===== config.mk =====
export PLATFORM = sky130hd
export DESIGN_NAME = l1dcache_control
export DESIGN_NICKNAME = d
export VERILOG_FILES = /design/src/rtl/l1dcache_control.sv
export SDC_FILE = /design/constraint.sdc
export NUM_CORES = 1
export LEC_CHECK = 0
export CORE_ASPECT_RATIO = 0.5
export CORE_MARGIN = 2
export CORE_UTILIZATION = 24
export DETAILED_ROUTE_END_ITERATION = 10
export GPL_TIMING_DRIVEN = 1
export PLACE_DENSITY_LB_ADDON = 0.12
export SLEW_MARGIN = 20
export SYNTH_ARGS = -nofsm -noshare
export SYNTH_HDL_FRONTEND = slang
export SYNTH_SLANG_ARGS = --single-unit

===== constraint.sdc =====
create_clock -name clk -period 2.3 [get_ports clk]
set_input_delay 0.46 -clock clk [delete_from_list [all_inputs] [get_ports clk]]
set_output_delay 0.46 -clock clk [all_outputs]
set_load 0.05 [all_outputs]

===== src/rtl/l1dcache_control.sv =====
// L1 data cache controller: CHECK / WRITEBACK / FETCH sequencing for a
// write-back, write-allocate cache with a 256-bit line memory interface.
// All control outputs are a combinational decode of the current state and inputs.
// Optional performance counters are enabled by defining L1DCACHE_PERF_CNT_EN;
// without it the counter ports read as zero and no counter flops exist.
module l1dcache_control (
    input  logic        clk,
    input  logic        rst,
    input  logic        mem_read,
    input  logic        mem_write,
    output logic        mem_resp,
    input  logic        hit,
    input  logic        dirty,
    input  logic        pmem_resp,
    output logic        pmem_read,
    output logic        pmem_write,
    output logic        pmem_addr_sel,
    output logic        load_lru,
    output logic        load_tag,
    output logic        load_data,
    output logic        load_valid,
    output logic        data_in_sel,
    output logic        set_dirty,
    output logic        clr_dirty,
    output logic [31:0] hit_count,
    output logic [31:0] miss_count,
    output logic [31:0] wb_count
);

    typedef enum logic [1:0] {StCheck, StWriteback, StFetch} state_e;

    state_e state_q, state_d;
    logic   req;

    // A simultaneous read and write is handled as a write.
    assign req = mem_read | mem_write;

    // Next-state and output decode; everything is forced low while in reset.
    always_comb begin
        state_d       = state_q;
        mem_resp      = 1'b0;
        pmem_read     = 1'b0;
        pmem_write    = 1'b0;
        pmem_addr_sel = 1'b0;
        load_lru      = 1'b0;
        load_tag      = 1'b0;
        load_data     = 1'b0;
        load_valid    = 1'b0;
        data_in_sel   = 1'b0;
        set_dirty     = 1'b0;
        clr_dirty     = 1'b0;
        if (!rst) begin
            unique case (state_q)
                StCheck: begin
                    // pmem_resp is deliberately ignored here.
                    if (req && hit) begin
                        mem_resp = 1'b1;
                        load_lru = 1'b1;
                        if (mem_write) begin
                            load_data   = 1'b1;
                            data_in_sel = 1'b1;
                            set_dirty   = 1'b1;
                        end
                    end else if (req) begin
                        state_d = dirty ? StWriteback : StFetch;
                    end
                end
                StWriteback: begin
                    // Evict the dirty LRU line to its own address.
                    pmem_write    = 1'b1;
                    pmem_addr_sel = 1'b1;
                    if (pmem_resp) begin
                        state_d = StFetch;
                    end
                end
                StFetch: begin
                    // Fill completes even if the CPU dropped its request.
                    pmem_read = 1'b1;
                    if (pmem_resp) begin
                        load_data  = 1'b1;
                        load_tag   = 1'b1;
                        load_valid = 1'b1;
                        clr_dirty  = 1'b1;
                        state_d    = StCheck;
                    end
                end
                default: state_d = StCheck;
            endcase
        end
    end

    // State register with synchronous reset back to CHECK.
    always_ff @(posedge clk) begin
        if (rst) begin
            state_q <= StCheck;
        end else begin
            state_q <= state_d;
        end
    end

`ifdef L1DCACHE_PERF_CNT_EN
    logic        hit_evt, miss_evt, wb_evt;
    logic [31:0] hit_count_q, miss_count_q, wb_count_q;

    assign hit_evt  = (state_q == StCheck) && req && hit;
    assign miss_evt = (state_q == StCheck) && req && !hit;
    assign wb_evt   = (state_q == StWriteback) && pmem_resp;

    // Saturating event counters; reset wins over any increment.
    always_ff @(posedge clk) begin
        if (rst) begin
            hit_count_q  <= '0;
            miss_count_q <= '0;
            wb_count_q   <= '0;
        end else begin
            if (hit_evt && (hit_count_q != 32'hFFFF_FFFF)) begin
                hit_count_q <= hit_count_q + 32'd1;
            end
            if (miss_evt && (miss_count_q != 32'hFFFF_FFFF)) begin
                miss_count_q <= miss_count_q + 32'd1;
            end
            if (wb_evt && (wb_count_q != 32'hFFFF_FFFF)) begin
                wb_count_q <= wb_count_q + 32'd1;
            end
        end
    end

    assign hit_count  = hit_count_q;
    assign miss_count = miss_count_q;
    assign wb_count   = wb_count_q;
`else
    assign hit_count  = '0;
    assign miss_count = '0;
    assign wb_count   = '0;
`endif

endmodule


**After elaboration in Yosys (flattened, before gate mapping)**

Index checks and enable logic that the tools add are counted.
Widths: inputs -> output; s select.

- Reductions and logical operators: 3
- Multiplexer cells: 22
- Eq/ne operators: 6
- Bitwise logic cells: 1

Operators by type and width:

| cell | number |
|---|---|
| $mux 1 | 15 |
| $mux 2 | 5 |
| $ne 2x2->1 const B | 4 |
| $pmux 2 s3 | 1 |
| $reduce_and 4->1 | 1 |
| $eq 2x1->1 const B | 1 |
| $eq 2x2->1 const B | 1 |
| $logic_not 2->1 | 1 |
| $pmux 1 s2 | 1 |
| $logic_and 1x1->1 | 1 |
| $or 1x1->1 | 1 |

- Input bits: 7
- Register bits: 2
- Logic and storage cells: 33

**Depth between registers and ports, before layout**

Gate-level depths: netlist of run 1.

- Depth in word-level cells: 5
- Gate-level depth with buffers: 4

**Least setup slack after synthesis of run 1**

Ideal clock, no wire load.

- Path type: in2out
- Start point: input rst
- End point: output mem_resp
- Path slack: 0.099 ns
- Stages on the path: 4
- Data arrival time: 1.741 ns
- Cell sequence: nor3_2 -> nand2_1 -> nor2_1 -> buf_4

- Word-level cells in the longest chain between the ends: 1

Ends and longest elaborated chain:

| item | line | source |
|---|---|---|
| from (decl) | 8 | `input logic rst,` |
| $mux 1 | -- |  |
| to (decl) | 11 | `output logic mem_resp,` |

Every way passes these cells.

**Final worst setup path of run 1**

- Start point: input rst
- End point: output load_data

- Word-level cells in the longest chain between the ends: 1

Ends and longest elaborated chain:

| item | line | source |
|---|---|---|
| $mux 1 | 52 | `if (!rst) begin` |
| to (decl) | 20 | `output logic load_data,` |

Every way passes these cells.

==> impl_metrics.json, run 1 <==
{
  "run_status": "completed",
  "final_cell_area_sq_um": 928,
  "clk_pin_slew_worst_paths_ns": 0.03,
  "dr.pass1.iters": 2,
  "ys_warn_count": 0,
  "ctsHoldBuffers": 0,
  "clkLatencyLatePin_ns": 0.21,
  "met1_usage_pct": 3.44,
  "power.density_nw_per_um2": 666,
  "switching_share_pct": 67.8,
  "p_seq_share_pct": 6.5,
  "routed_wl_um": 1060,
  "grt_use_total_pct": 3.87,
  "post-dp-hpwl_um": 1030,
  "clock_sinks": 2,
  "post_cts_resized": 0,
  "top_register": "state_q",
  "ios": 114,
  "syn2layout_area_growth_pct": 1.50,
  "final_cells": 190,
  "clock_path_buffers": 2,
  "muxShareOfSynthArea_pct": 0,
  "grt_setup_unrepaired": "false",
  "largest_register_ffs": 2,
  "cp_max_fo": 4,
  "dpl.cell_count": 187,
  "viasPerCell": 2.42,
  "fmax_mhz": 464,
  "top_usage_layer": "met2",
  "power.leakage_uw": 0.000545,
  "synth.avg_cell_area_sq_um": 7.56,
  "dieArea_sq_um": 4350,
  "ys_ff_latch": 2,
  "drt_drc_violations_left": 0,
  "drtAntennaViolNets": 0,
  "crit_type": "input pin to primary output",
  "synth_cells": 121,
  "htreeDepth": 1,
  "p_switching_uw": 419,
  "io_buffer_count": 17,
  "antenna_cells": 0,
  "startpoint_type": "input pin",
  "fin_ws_ns": 0.146,
  "cts_setup_buffers": 0,
  "hold_class": "flip-flop to flip-flop",
  "initial_core_util_pct": 25.8,
  "layout_min_cycle_time_ns": 2.15,
  "fp.dieW_um": 91.3,
  "post_drt_wl_per_cell_um": 5.55,
  "worstPathArrival_ns": 1.69,
  "dieHeight_um": 47.7,
  "grt_use_met2_pct": 6.67,
  "share_comb_of_total_power_pct": 71.4,
  "synth_adder_area_share_pct": 0,
  "vias": 459,
  "fin_nets": 148,
  "grt_pass1_vias": 276,
  "crit_slowest_cell": "clkdlybuf4s50_1",
  "endpoint_kind": "primary output",
  "clockRootBuffer": "clkbuf_8",
  "syn_area_sq_um": 915,
  "setup_viol": 0,
  "num_rows": 15,
  "peakVddDrop_mv": 0.127,
  "synth_compound_area_share_pct": 2.87,
  "largest_registers": "state_q: 2 flops",
  "drv_cap": 0,
  "antenna_found_initial": 0,
  "intPower_uw": 199,
  "grt_max_degree": 6,
  "crit_family": "simple AND/OR/NAND/NOR gates",
  "cts_tree": "built",
  "synth_cell_types": 17,
  "overflow": 0,
  "synth_simple_gate_area_share_pct": 9.03,
  "synth_top_family_by_area": "buffers and inverters",
  "fin_skew_ns": 0.00374,
  "core_sq_um": 3550,
  "drive_above_1_share_pct": 15.1,
  "cp.required_ns": 1.84,
  "fin_setup_tns_ns": 0,
  "synth_xor_area_share_pct": 0,
  "dp_worst_setup_slack_ns": 0.118,
  "path_cells": "clkdlybuf4s50_1 -> nor3_2 -> and3_4 -> or2_1 -> buf_12",
  "use_met3_pct": 1.42,
  "path_buf_inv": 2,
  "placed_cell_area_sq_um": 887,
  "p_clk_share_pct": 22.1,
  "total_power_uw": 618,
  "grt_pass1_wl_um": 1190,
  "cts_inserted_buffers": 3,
  "fin_crit_sh_pct": 93.6,
  "ys_seq_area_share_pct": 4.38,
  "drtIter0Drc": 10,
  "drv_slew": 0,
  "gp_congestion": 0.600,
  "hold_viol": 0,
  "max_stage_delay_ns": 0.46
}
[cells in the final DEF, fill, tap and decap left out]
master           count
inv_1                1
and2_1               1
nor3b_2              1
or2_1                1
nor3_2               1
and3_4               1
clkbuf_8             3
nor3_1               1
nand2_1              1
dfxtp_1              2
a32o_1               1
clkdlybuf4s50_1      6
nor2b_1              1
a22o_1               1
buf_4                4
and3_1               1
a21o_1               1
buf_12              11
conb_1              96
nor2_1               4
[layer usage]
| layer | vias to the layer above | routed length [um] |
|---|---|---|
| li1 | 212 | - |
| met1 | 195 | 271 |
| met2 | 50 | 599 |
| met3 | 2 | 165 |
| met4 | 0 | 19 |
| met5 | - | 0 |
[cells by family (layout without fill, tap and decap cells)]
logic type             Yosys count  in the layout
other                            1             96
flip-flops                       2              2
buffers and inverters          102             25
AO/OA/AOI/OAI                    3              3
AND/OR/NAND/NOR                 13             13
[power groups by stage]
stage	logic [uW]	registers [uW]	clock network (uW)
floorplan	516	39.9	0
global placement	440	40.6	0
detailed placement	440	40.4	0
CTS	440	40.0	144
global route	457	40.4	145
finish	442	39.9	137
[layout make-up]
class	instances	area, sq um
Clock buffer	3	41.3
Inverter	1	3.75
Timing Repair Buffer	21	310
Tap cell	51	63.8
Fill cell	391	2620
Sequential cell	2	40.0
Multi-Input combinational cell	112	469
[through the flow]
| step | util [%] | hold slack [ns] |
|---|---|---|
| 2_1_floorplan | - | 0.577 |
| 3_3_place_gp | 25.0 | 0.635 |
| 3_5_place_dp | 25.0 | 0.623 |
| 4_1_cts | 26.2 | 0.637 |
| 5_1_grt | 26.2 | 0.685 |
| 6_report | 26.2 | 0.633 |
[path summary, 6_finish.rpt]
path                   start         end  slack, ns  cells after the start
setup / recovery         rst   load_data       0.15                      5
hold / removal    state_q[0]  state_q[1]       0.63                      2
setup reg to reg  state_q[0]  state_q[1]       1.32                      3
hold reg to reg   state_q[0]  state_q[1]       0.63                      2
[synthesized netlist by cell type]
cell type | instances | area (sq um)
a21o_1 | 1 | 7.51
a22o_1 | 1 | 8.76
a32o_1 | 1 | 10.0
and2_1 | 1 | 6.26
and3_1 | 1 | 6.26
and3_4 | 1 | 11.3
buf_4 | 101 | 758
conb_1 | 1 | 3.75
dfxtp_1 | 2 | 40.0
inv_1 | 1 | 3.75
nand2_1 | 1 | 3.75
nor2_1 | 4 | 15.0
nor2b_1 | 1 | 6.26
nor3_1 | 1 | 5.00
nor3_2 | 1 | 10.0
nor3b_2 | 1 | 12.5
or2_1 | 1 | 6.26
[worst reg2reg max path: stages (launching register included)]
cell	delay, ns
dfxtp_1	0.31
nor3b_2	0.17
a22o_1	0.23
a21o_1	0.15
Power figures use the tool's default switching activity.
==> run 2, diff against run 1 <==
Settings changed: ABC_AREA set to 1.
==> impl_metrics.json, run 2 <==
{
  "layout_min_cycle_time_ns": 2.03,
  "cp.required_ns": 1.84,
  "clock_path_buffers": 2,
  "clock_sinks": 2,
  "setup_viol": 0,
  "drt_drc_violations_left": 0,
  "ctsHoldBuffers": 0,
  "rr_startpoint": "state_q[1]",
  "clockRootBuffer": "clkbuf_8",
  "crit_slowest_cell": "clkdlybuf4s50_1",
  "cts_tree": "built",
  "grt_max_degree": 8,
  "fp.dieW_um": 92.1,
  "ios": 114,
  "drv_slew": 0,
  "gp_congestion": 0.653,
  "htreeDepth": 1,
  "endpoint_kind": "primary output",
  "yosysMostFrequentCell": "buf_4",
  "synth_area_leaders": "buf_4, dfxtp_1, nand2_1",
  "syn2layout_area_growth_pct": -0.134,
  "max_stage_delay_ns": 0.49,
  "post_drt_wl_per_cell_um": 5.47,
  "fin_skew_ns": 0.00365,
  "core_sq_um": 3570,
  "cts_setup_buffers": 0,
  "dr.pass1.iters": 3,
  "dpl.cell_count": 199,
  "dieArea_sq_um": 4430,
  "power.density_nw_per_um2": 919,
  "startpoint_type": "input pin",
  "post_cts_resized": 0,
  "fin_ws_ns": 0.271,
  "drive_above_1_share_pct": 11.3,
  "viasPerCell": 2.56,
  "ys_warn_count": 0,
  "overflow": 0,
  "grt_setup_unrepaired": "false",
  "intPower_uw": 296,
  "routed_wl_um": 1110,
  "cts_inserted_buffers": 3,
  "final_cells": 202,
  "drtIter0Drc": 35,
  "worstPathArrival_ns": 1.57,
  "synth_flop_cell": "dfxtp_1",
  "hold_class": "flip-flop to flip-flop",
  "run_status": "completed",
  "fin_nets": 160,
  "final_common_cell": "conb_1",
  "p_clk_share_pct": 16.2,
  "crit_type": "input pin to primary output",
  "synth_cells": 135,
  "clkLatencyLatePin_ns": 0.21,
  "worstHoldStart": "state_q[1]",
  "syn_area_sq_um": 932,
  "drtAntennaViolNets": 0,
  "antenna_found_initial": 0,
  "synth_top_area_share_pct": 81.3,
  "drv_cap": 0,
  "post-dp-hpwl_um": 1040,
  "top_register": "state_q",
  "share_comb_of_total_power_pct": 76.4,
  "power.leakage_uw": 0.000549,
  "fmax_mhz": 493,
  "startpoint": "hit",
  "synth_edf_count": 0,
  "synthTopCellsByCount": "buf_4, nand2_1, nor2_1",
  "grt_pass1_wl_um": 1150,
  "synth_cell_types": 11,
  "async_reset_ff_share_pct": 0,
  "largest_registers": "state_q: 2 flops",
  "path_cells": "clkdlybuf4s50_1 -> nand3_1 -> nor2_1 -> buf_12",
  "dieHeight_um": 48.1,
  "num_rows": 15,
  "ys_ff_latch": 2,
  "fin_setup_tns_ns": 0,
  "largest_register_ffs": 2,
  "ys_seq_area_share_pct": 4.30,
  "p_switching_uw": 560,
  "initial_core_util_pct": 26.1,
  "p_seq_share_pct": 7.4,
  "fin_crit_sh_pct": 88.2,
  "final_cell_mix": "conb_1, buf_12, nor2_1, nand2_1, clkdlybuf4s50_1",
  "hold_viol": 0,
  "yosysTopAreaCell": "buf_4",
  "antenna_cells": 0,
  "vias": 518,
  "peakVddDrop_mv": 0.167,
  "switching_share_pct": 65.4,
  "clk_pin_slew_worst_paths_ns": 0.03,
  "synth.avg_cell_area_sq_um": 6.90,
  "grt_pass1_vias": 270,
  "io_buffer_count": 17,
  "grt_use_total_pct": 3.81,
  "cp_max_fo": 3,
  "dp_worst_setup_slack_ns": 0.252
}
run 2: cell count changes after synthesis, moves of 3 or more:
cell,previous run,this run
inv_1,1,5
nand2_1,1,8
nor2_1,4,8
a21oi_1,0,3
nand3_1,0,4
run 2: final cells by class:
type,count,area [sq um]
Multi-Input combinational cell,122,472
Fill cell,390,2640
Timing Repair Buffer,19,295
Sequential cell,2,40.0
Clock buffer,3,41.3
Inverter,5,18.8
Tap cell,51,63.8
run 2: logic make-up after synthesis:
| kind of cell | after synthesis | share of synthesized area, % |
|---|---|---|
| other cells | 1 | 0.402 |
| compound gates | 5 | 2.68 |
| flops | 2 | 4.30 |
| buf+inv | 106 | 83.4 |
| simple gates | 21 | 9.26 |
run 2: path summary, 6_finish.rpt:
check,end,slack (ns),cells past startpoint
worst max register to register,state_q[0],1.30,7
worst min-delay path,state_q[1],0.53,2
worst min register to register,state_q[1],0.53,2
worst max-delay path,data_in_sel,0.27,4
run 2: metrics by stage:
stage	utilization [%]	hold WS (ns)	total power (uW)	instance area (sq um)
after floorplan	-	0.491	710	1290
after global placement	24.9	0.525	718	890
after detailed placement	24.9	0.520	717	890
after CTS	26.1	0.524	860	931
after global routing	26.1	0.549	895	931
final	26.1	0.528	855	931
run 2: power groups by stage:
stage	Clock (uW)	Combinational, uW	Sequential (uW)
after floorplan	0	650	60.3
after global placement	0	654	64.1
after detailed placement	0	653	63.6
after CTS	143	654	63.2
after global routing	146	684	64.9
final	139	653	63.3
run 2: worst max-delay path: cells and delay by family:
kind	cells	cell delay, ns
and+or+nand+nor	2	0.42
buffers and inverters	2	0.68
run 2: routing by layer:
layer	part of all wire [%]	vias up	wire length [um]	track usage, %
li1	-	245	-	-
met1	26	210	285	3.21
met2	51	59	559	5.88
met3	20	4	222	2.36
met4	3.4	0	38	5.37
met5	0	-	0	0
